File: src/rtl/regfile_transfer_sequencer.sv
// Command-driven initiator that bulk-loads a byte stream into consecutive register-file
// entries (LOAD) or streams consecutive entries back out (DUMP) over the write/A-read ports.
module regfile_transfer_sequencer #(
  parameter int DATA_W = 8,
  parameter int ADDR_W = 3
) (
  input  logic              CLK,
  input  logic              RESET,
  input  logic              CMD_VALID,
  output logic              CMD_READY,
  input  logic              CMD_OP,
  input  logic [ADDR_W-1:0] CMD_BASE,
  input  logic [ADDR_W-1:0] CMD_COUNT,
  input  logic              IN_VALID,
  output logic              IN_READY,
  input  logic [DATA_W-1:0] IN_DATA,
  output logic              OUT_VALID,
  input  logic              OUT_READY,
  output logic [DATA_W-1:0] OUT_DATA,
  output logic [ADDR_W-1:0] RF_DR,
  output logic              RF_LD,
  output logic [DATA_W-1:0] RF_D,
  output logic [ADDR_W-1:0] RF_SA,
  input  logic [DATA_W-1:0] RF_DATA_A,
  output logic              BUSY,
  output logic              DONE
);

  typedef enum logic [2:0] {
    S_IDLE,
    S_LOAD,
    S_DUMP_RD,
    S_DUMP_OUT,
    S_FINISH
  } state_e;

  state_e              state_q, state_d;
  logic [ADDR_W-1:0]   ptr_q, ptr_d;
  logic [ADDR_W-1:0]   rem_q, rem_d;
  logic [DATA_W-1:0]   out_q, out_d;

  // NOTE: state registers use non-blocking assignments so every flop samples pre-edge values.
  always_ff @(posedge CLK) begin
    if (RESET) begin
      state_q <= S_IDLE;
      ptr_q   <= '0;
      rem_q   <= '0;
      out_q   <= '0;
    end else begin
      state_q <= state_d;
      ptr_q   <= ptr_d;
      rem_q   <= rem_d;
      out_q   <= out_d;
    end
  end

  always_comb begin
    // NOTE: every output and next-state value gets a default first so no path infers a latch.
    state_d   = state_q;
    ptr_d     = ptr_q;
    rem_d     = rem_q;
    out_d     = out_q;
    CMD_READY = 1'b0;
    IN_READY  = 1'b0;
    OUT_VALID = 1'b0;
    RF_DR     = '0;
    RF_LD     = 1'b0;
    RF_D      = '0;
    RF_SA     = '0;
    DONE      = 1'b0;

    unique case (state_q)
      S_IDLE: begin
        CMD_READY = 1'b1;
        if (CMD_VALID) begin
          ptr_d   = CMD_BASE;
          rem_d   = CMD_COUNT;
          state_d = CMD_OP ? S_DUMP_RD : S_LOAD;
        end
      end
      S_LOAD: begin
        // The write lands on the same edge as the input handshake.
        IN_READY = 1'b1;
        RF_DR    = ptr_q;
        RF_D     = IN_DATA;
        RF_LD    = IN_VALID;
        if (IN_VALID) begin
          ptr_d = ptr_q + ADDR_W'(1);
          rem_d = rem_q - ADDR_W'(1);
          if (rem_q == '0) state_d = S_FINISH;
        end
      end
      S_DUMP_RD: begin
        RF_SA   = ptr_q;
        out_d   = RF_DATA_A;
        state_d = S_DUMP_OUT;
      end
      S_DUMP_OUT: begin
        OUT_VALID = 1'b1;
        if (OUT_READY) begin
          ptr_d   = ptr_q + ADDR_W'(1);
          rem_d   = rem_q - ADDR_W'(1);
          state_d = (rem_q == '0) ? S_FINISH : S_DUMP_RD;
        end
      end
      S_FINISH: begin
        DONE    = 1'b1;
        state_d = S_IDLE;
      end
      default: state_d = S_IDLE;
    endcase
  end

  assign OUT_DATA = out_q;
  assign BUSY     = (state_q != S_IDLE);

endmodule
File: config.mk
export PLATFORM = sky130hd
export DESIGN_NAME = regfile_transfer_sequencer
export DESIGN_NICKNAME = d
export VERILOG_FILES = /design/src/rtl/regfile_transfer_sequencer.sv
export SDC_FILE = /design/constraint.sdc
export NUM_CORES = 1
export LEC_CHECK = 0
export CORE_ASPECT_RATIO = 0.9
export CORE_MARGIN = 2
export CORE_UTILIZATION = 30
export CTS_CLUSTER_SIZE = 20
export DETAILED_ROUTE_END_ITERATION = 7
export PLACE_DENSITY_LB_ADDON = 0.08
export SLEW_MARGIN = 20
export SYNTH_ARGS = -nofsm -noshare
export SYNTH_HDL_FRONTEND = slang
export SYNTH_SLANG_ARGS = --single-unit
File: constraint.sdc
create_clock -name CLK -period 4.3 [get_ports CLK]
set_clock_uncertainty 0.05 [all_clocks]
set_input_delay 0.86 -clock CLK [delete_from_list [all_inputs] [get_ports CLK]]
set_output_delay 0.86 -clock CLK [all_outputs]
set_load 0.01 [all_outputs]
# == Word-level counts from Yosys, hierarchy flattened ==
# Cells that the tools add are included.
# totals
ff_bits,17
input_bits,28
out_inout_bits,28
# op_classes
addsub,2
eq_ne,8
n_mux,23
n_reduce_logical,6
# ops
op,n
two-way mux 3 bit,13
one-hot mux 3 bit (3 select lines),2
one-hot mux 3 bit (4 select lines),1
two-way mux 8 bit,1
inequality test 2 bit (second input constant),4
AND reduction 4 bit,2
equality test 3 x 2 -> 1 bit (second input constant),2
logical NOT 3 bit,2
nonzero test 3 bit,2
two-way mux 1 bit,5
adder 3 x 1 -> 3 bit (second input constant),1
equality test 3 x 1 -> 1 bit (second input constant),1
equality test 3 bit (second input constant),1
subtractor 3 x 1 -> 3 bit (second input constant),1
two-way mux 2 bit,1

# == Longest topological paths before layout ==
# Gate-level depths: netlist of run 1.
# logic_depth
word_depth,4
depth_mapped,6
ltp_nobuf,6

# == Worst setup path before layout of run 1 ==
# No wires, ideal clock.
# synth_path
kind,register to output
startpoint,register state_q[2]
endpoint,output RF_DR[1]
arrival_ns,1.105
t_required_ns,3.390
setup_slack_ns,2.285
stages_incl_launch_ff,6
path_buffers,2
path_cell_list,dfxtp_1 -> nand2b_1 -> buf_2 -> nor2_1 -> buf_2 -> and2_1
# synth_between
elab_chain_len,2
# synth_rtl
item,line,source
from (decl),37,"state_e state_q, state_d;"
from (signal assigned),50,state_q <= state_d;
equality test 3 x 1 -> 1 bit,72,unique case (state_q)
two-way mux 3 bit,72,
to (decl),20,"output logic [ADDR_W-1:0] RF_DR,"
# Every way passes these cells.

# == Worst setup path in the final report of run 1 ==
# layout_path
startpoint,register state_q[0]
endpoint,output RF_D[7]
# layout_between
elab_chain_len,2
# layout_rtl
item,line,source
equality test 3 x 1 -> 1 bit,72,
two-way mux 8 bit,72,
to (decl),22,"output logic [DATA_W-1:0] RF_D,"
# Every way passes these cells.

==> results of run 1 <==
-- placed cells by master (no fill, tap or decap), drive strengths merged, types with 2 or more instances in the layout --
| cell type | count |
|---|---|
| clkdlybuf4s50 | 55 |
| dfxtp | 17 |
| nor2 | 17 |
| and2 | 15 |
| inv | 9 |
| mux2i | 9 |
| a21oi | 6 |
| nor3 | 5 |
| o32ai | 4 |
| nand2b | 3 |
| ha | 3 |
| clkbuf | 3 |
| nand2 | 2 |
| nor4 | 2 |
| o21ai | 2 |
| a211oi | 2 |
| and3 | 2 |
| mux2 | 2 |
| a22oi | 2 |
-- flip-flops by register name (all words and copies together) (netlist names) --
| signal | cells |
|---|---|
| OUT_DATA | 8 |
| ptr_q | 3 |
| rem_q | 3 |
| state_q | 3 |
-- cell families after synthesis --
family,after synthesis,synth area share [%]
adder cells (fa/ha/maj),3,3.817
flip-flops,17,34.61
multiplexers,11,11.83
AND/OR/NAND/NOR,48,25.45
buffers and inverters,17,8.905
AO/OA/AOI/OAI,18,15.39
-- tightest hold or removal path, cell delays in order (launching register included) --
cell	delay (ps)
dfxtp_1	340
mux2i_1	60
nor2_1	70
-- cell usage after synthesis, drive strengths merged --
cell type	count
a21oi	6
nor3	5
nor2b	1
and2	15
buf	7
nand2b	3
nand2	2
nor4	2
clkbuf	1
a22oi	2
ha	3
o32ai	4
a2111oi	1
mux2i	9
o21ai	2
and3	2
inv	9
nor2	17
dfxtp	17
mux2	2
a211oi	2
a221oi	1
nand3	1
-- metrics by stage --
stage | hold slack, ps | util [%] | setup WS, ps | instance area (µm²)
final | 451.9 | 50.49 | 1048 | 1560
after global routing | 491.4 | 50.49 | 803.2 | 1560
after CTS | 459.5 | 50.49 | 1023 | 1560
after detailed placement | 433.3 | 49.60 | 1354 | 1533
after global placement | 427.7 | 49.60 | 1364 | 1533
after floorplan | 416.4 | - | 2285 | 983.4
-- routing by layer --
layer / track usage, % / wire, µm / vias to the layer above
li1: - / - / 491
met2: 20.98 / 1119 / 41
met1: 19.64 / 1235 / 450
met4: 4.559 / 12 / 0
met3: 2.677 / 181 / 2
met5: 0 / 0 / -
-- how the worst max path moves through the flow --
stage	from	cells past startpoint	end	slack [ps]
detailed placement	state_q[0]	4	RF_D[7]	1350
finish	state_q[0]	4	RF_D[7]	1050
CTS	state_q[0]	4	RF_D[7]	1020
global placement	IN_VALID	3	RF_LD	1360
floorplan	state_q[2]	5	RF_DR[1]	2280
global route	state_q[0]	4	RF_D[7]	800
-- power groups by stage --
stage / sequential, mW / combinational (mW) / clock (mW)
after floorplan: 0.187 / 0.104 / 0
after global placement: 0.191 / 0.170 / 0
after detailed placement: 0.192 / 0.171 / 0
after CTS: 0.188 / 0.172 / 0.0902
after global routing: 0.191 / 0.188 / 0.0974
final: 0.189 / 0.170 / 0.0861
-- final cells by class --
class | count | area (µm²)
fillers | 329 | 1530
multi-input cells | 80 | 555.5
repair buffers | 55 | 550.5
flip-flops and latches | 17 | 340.3
well taps | 42 | 52.55
inverters | 9 | 33.78
clock buffers | 3 | 22.52
clock inverters | 1 | 5.005
==> metrics.md, run 1 <==
| Metric | Value |
|---|---|
| Ports | 56 |
| CTS H-Tree Depth | 1 |
| Internal | 0.3011 mW |
| Share of cells above drive strength 1 | 6.061% |
| R2R cell count | 4 |
| Max incr delay on CP | 550 ps |
| Hold buffer count at CTS | 0 |
| Clock network power share | 19.3% |
| Sequential share of power | 42.4% |
| Nature of the critical path endpoint | output pin |
| Avg Cell Area, Syn | 8.627 µm² |
| Gate count after technology mapping | 114 |
| Max clock buf depth | 2 |
| Post-Syn Nets | 145 |
| Placer Congestion | 0.7837 |
| # diodes | 0 |
| Yosys top cell by area | dfxtp_1 |
| CTS Buf Count | 3 |
| HPWL reported at the end of detailed placement | 1970 µm |
| Slew margin rel. | 48.23% |
| Slowest CP cell | dfxtp_1 |
| R2r setup slk | 2600 ps |
| Synthesis Warnings | 0 |
| Grt ovf | 0 |
| Hold Path Depth | 2 |
| Yosys reg bits | 17 |
| Die Area | 3753 µm² |
| P_leak | 0.5880 nW |
| Initial DRC count | 11 |
| Vias per cell | 4.754 |
| Vias in the first global route | 876 |
| Crit Reg-Reg Startpoint | state_q[0] |
| Cells along the critical path | nand2b_1 > nor2_1 > and2_1 > clkdlybuf4s50_1 |
| PostCTS Resize Cnt | 0 |
| Final WL | 2548 µm |
| Reg2reg end | ptr_q[1] |
| Tot Pwr | 0.4447 mW |
| Slew Viols, Final | 0 |
| Die Width | 64.35 µm |
| Hold_sp | OUT_DATA[6] |
| Max Cap Viol | 0 |
| Clock root buffer | clkbuf_4 |
| CTS tree | done |
| Worst endpoint required time | 3390 ps |
| Comb pwr share | 38.3% |
| Port Buf Inserts | 55 |
| Min cycle time layout | 3252 ps |
| Switching share of power | 32.29% |
| DR WL/cell | 12.31 µm |
| Starting density of the core | 31.82% |
| CP Launch Type | register |
| Final setup fails | 0 |
| Row count | 19 |
| Main area contributors after synthesis | dfxtp_1, and2_1, mux2i_1 |
| Max VDD drop | 163.3 µV |
| NumNets Final | 197 |
| Drt drc | 0 |
| Post-CTS Setup Inserts | 0 |
| Hold Crit Endpoint | OUT_DATA[6] |
| Initial antenna violation count | 0 |
| PD cells | 285.0 nW/µm² |
| Distinct cell type count after synthesis | 29 |
| Clk_lat worst skew | 280 ps |
| Pin count of the biggest net entering global routing | 22 |
| 1st-pass router iterations | 4 |
| Core Region | 3090 µm² |
| Crit path max-delay family | simple AND/OR/NAND/NOR gates |
| Final TNS setup | 0 ps |
| Area share of the largest cell type after synthesis | 34.61% |
| Mapped Area | 983.4 µm² |
| Hold Vio Cnt, Final | 0 |
| Non-Filler Instances | 207 |
| WP buf/inv | 1 |
| Worst-Margin Slew | 774.2 ps |
| CP Class | register to output pin |
| Crit path DAT | 2340 ps |
| Clk sinks | 17 |
| Die Y | 58.32 µm |
| Clock Pin Slew Worst Setup and Hold Paths | 100 ps |
| Sequential share of the synthesized area | 34.61% |
| Overall global routing resource usage | 13.74% |
| Hold/Removal Path Class | register to register |
| RSZ-0062 raised after global routing | false |
| First-pass GRT wire length | 4084 µm |
| Dpl cells | 203 |
| Syn-to-layout area delta | 58.65% |
| Via count | 984 |
| Run status | completed |
| Switching Power | 0.1436 mW |
| CP max FO | 12 |
| Final period utilization | 75.63% |
| FMAX | 307.5 MHz |
| Final ANT Viol Nets | 0 |
Note: power is estimated with default switching activity, not from simulation.
==> run 2, diff against run 1 <==
==> constraint.sdc (replaced) <==
create_clock -name CLK -period 2.8 [get_ports CLK]
set_clock_uncertainty 0.05 [all_clocks]
set_input_delay 0.56 -clock CLK [delete_from_list [all_inputs] [get_ports CLK]]
set_output_delay 0.56 -clock CLK [all_outputs]
set_load 0.01 [all_outputs]
==> run 2 against run 1 <==
  * Sequential share of layout area fell by 0.33 points
  * Design area is 1.5% higher
  * Register-to-register slack worse by 1500 ps
  * Largest power group unchanged
  * Highest routed layer unchanged
==> metrics.md, run 2 (synthesis gave the netlist of run 1 again) <==
| Metric | Value |
|---|---|
| Run status | completed |
| CTS H-Tree Depth | 1 (unchanged) |
| Slew margin rel. | 47.34% (-0.88 points) |
| Reg2reg end | ptr_q[1] |
| Hold Path Depth | 2 (unchanged) |
| 1st-pass router iterations | 4 (unchanged) |
| Die Area | 3753 µm² (unchanged) |
| Max Cap Viol | 0 (unchanged) |
| Starting density of the core | 31.82% (unchanged) |
| Final period utilization | 88.43% |
| Sequential share of power | 41.4% (-1.0 points) |
| Via count | 992 (+0.81%) |
| Syn-to-layout area delta | 61.07% |
| Switching share of power | 31.50% (-0.79 points) |
| P_leak | 0.5999 nW (+2.0%) |
| Most frequent cells in the layout | clkdlybuf4s50_1, dfxtp_1, nor2_1 |
| FMAX | 403.9 MHz |
| Tot Pwr | 0.6882 mW (+55%) |
| CTS tree | done |
| Vias per cell | 4.724 (-0.63%) |
| Nature of the critical path endpoint | output pin |
| Die Y | 58.32 µm (unchanged) |
| Ports | 56 (unchanged) |
| Slowest CP cell | clkdlybuf4s50_1 |
| Final ANT Viol Nets | 0 (unchanged) |
| DR WL/cell | 12.26 µm (-0.42%) |
| Slew Viols, Final | 0 (unchanged) |
| R2R cell count | 5 (+1) |
| Post-DP Area | 1555 µm² (+1.5%) |
| CP max FO | 12 (unchanged) |
| Crit path DAT | 1870 ps (-470 ps) |
| Final setup fails | 0 (unchanged) |
| Vias in the first global route | 857 (-2.2%) |
| Worst-Margin Slew | 787.4 ps (+13.21 ps) |
| Final non-filler cell area | 1584 µm² (+1.5%) |
| Clk_lat worst skew | 290 ps (about the same) |
| Final TNS setup | 0 ps (unchanged) |
| Core Region | 3090 µm² (unchanged) |
| Drt drc | 0 (unchanged) |
| First-pass GRT wire length | 4050 µm (-0.83%) |
| R2r setup slk | 1120 ps (-1480 ps) |
| Grt ovf | 0 (unchanged) |
| Comb pwr share | 39.8% (+1.5 points) |
| Max incr delay on CP | 540 ps (about the same) |
| Most common cell after layout, fill and taps aside | clkdlybuf4s50_1 |
| Final WL | 2574 µm (+1.0%) |
| Switching Power | 0.2168 mW (+51%) |
| Die Width | 64.35 µm (unchanged) |
| CP Launch Type | register |
| # diodes | 0 (unchanged) |
| Hold/Removal Path Class | register to register |
| Initial DRC count | 20 (+9) |
| CTS Buf Count | 3 (unchanged) |
| WP buf/inv | 1 (unchanged) |
| CP Class | register to output pin |
| Crit path max-delay family | simple AND/OR/NAND/NOR gates |
| Hold_sp | OUT_DATA[0] |
| Cells along the critical path | nand2b_1 > nor2_2 > and2_1 > clkdlybuf4s50_1 |
| PD cells | 434.4 nW/µm² (+52%) |
| Overall global routing resource usage | 13.78% (+0.041 points) |
| Hold Crit Endpoint | OUT_DATA[0] |
| Max clock buf depth | 2 (unchanged) |
| Pin count of the biggest net entering global routing | 22 (unchanged) |
| Hold buffer count at CTS | 0 (unchanged) |
| Clock root buffer | clkbuf_4 |
| Clk sinks | 17 (unchanged) |
| PostCTS Resize Cnt | 0 (unchanged) |
| Crit Reg-Reg Startpoint | state_q[0] |
| RSZ-0062 raised after global routing | false |
| Internal | 0.4714 mW (+57%) |
| NumNets Final | 200 (+1.5%) |
| Clock network power share | 18.8% (-0.5 points) |
| HPWL reported at the end of detailed placement | 2017 µm (+2.4%) |
| Share of cells above drive strength 1 | 7.738% (+1.7 points) |
| Clock Pin Slew Worst Setup and Hold Paths | 100 ps (about the same) |
| Port Buf Inserts | 55 (unchanged) |
| Initial antenna violation count | 0 (unchanged) |
| Max FFs per register | 8 (unchanged) |
| Post-CTS Setup Inserts | 0 (unchanged) |
| Placer Congestion | 0.7728 (-1.4%) |
| Row count | 19 (unchanged) |
| Worst endpoint required time | 2190 ps (-1200 ps) |
| Crit. Startpoint | state_q[2] |
| Min cycle time layout | 2476 ps |
| Hold Vio Cnt, Final | 0 (unchanged) |
| Max VDD drop | 247.7 µV (+52%) |
## run 2: stage by stage
| step | std cells | hold slack (ps) | setup slack, ps | utilization, % |
|---|---|---|---|---|
| after floorplan | 114 | 416.4 | 1085 | - |
| after global placement | 206 | 427.9 | 478.4 | 50.32 |
| after detailed placement | 206 | 435.6 | 442.5 | 50.32 |
| after CTS | 210 | 460.9 | 101.4 | 51.17 |
| after global routing | 210 | 488.9 | 150.8 | 51.26 |
| final | 210 | 451.3 | 324.0 | 51.26 |
## run 2: power groups by stage
stage | logic [mW] | registers [mW] | clock network, mW
after global placement | 0.270 | 0.289 | 0
after detailed placement | 0.274 | 0.290 | 0
after floorplan | 0.159 | 0.287 | 0
after CTS | 0.276 | 0.285 | 0.143
final | 0.274 | 0.285 | 0.130
after global routing | 0.300 | 0.288 | 0.149
## run 2: worst min-delay path: cells and delay by family, from the launching register on
family | cells | cell delay [ps]
flip-flops | 1 | 330
multiplexers | 1 | 70
AND/OR/NAND/NOR | 1 | 70
## run 2: area by class of cell
class,count,area (µm²)
repair buffers,58,573.1
fillers,318,1506
flip-flops and latches,17,340.3
inverters,9,33.78
well taps,42,52.55
clock buffers,4,26.28
multi-input cells,80,558.0
## run 2: worst max path at each step
stage | endpoint | slack (ps) | cells after the start
6_report | RF_D[1] | 320 | 4
5_1_grt | RF_DR[1] | 150 | 4
4_1_cts | RF_D[1] | 100 | 4
3_5_place_dp | RF_D[1] | 440 | 4
3_3_place_gp | RF_LD | 480 | 3
2_1_floorplan | RF_DR[1] | 1080 | 5
## run 2: routing by layer
layer / global-route usage, % / part of all wire [%] / vias to the layer above
met5: 0 / 0 / -
met4: 6.383 / 0.97 / 0
met3: 4.207 / 8.7 / 4
met2: 21.88 / 46 / 41
met1: 17.37 / 44 / 453
li1: - / - / 494
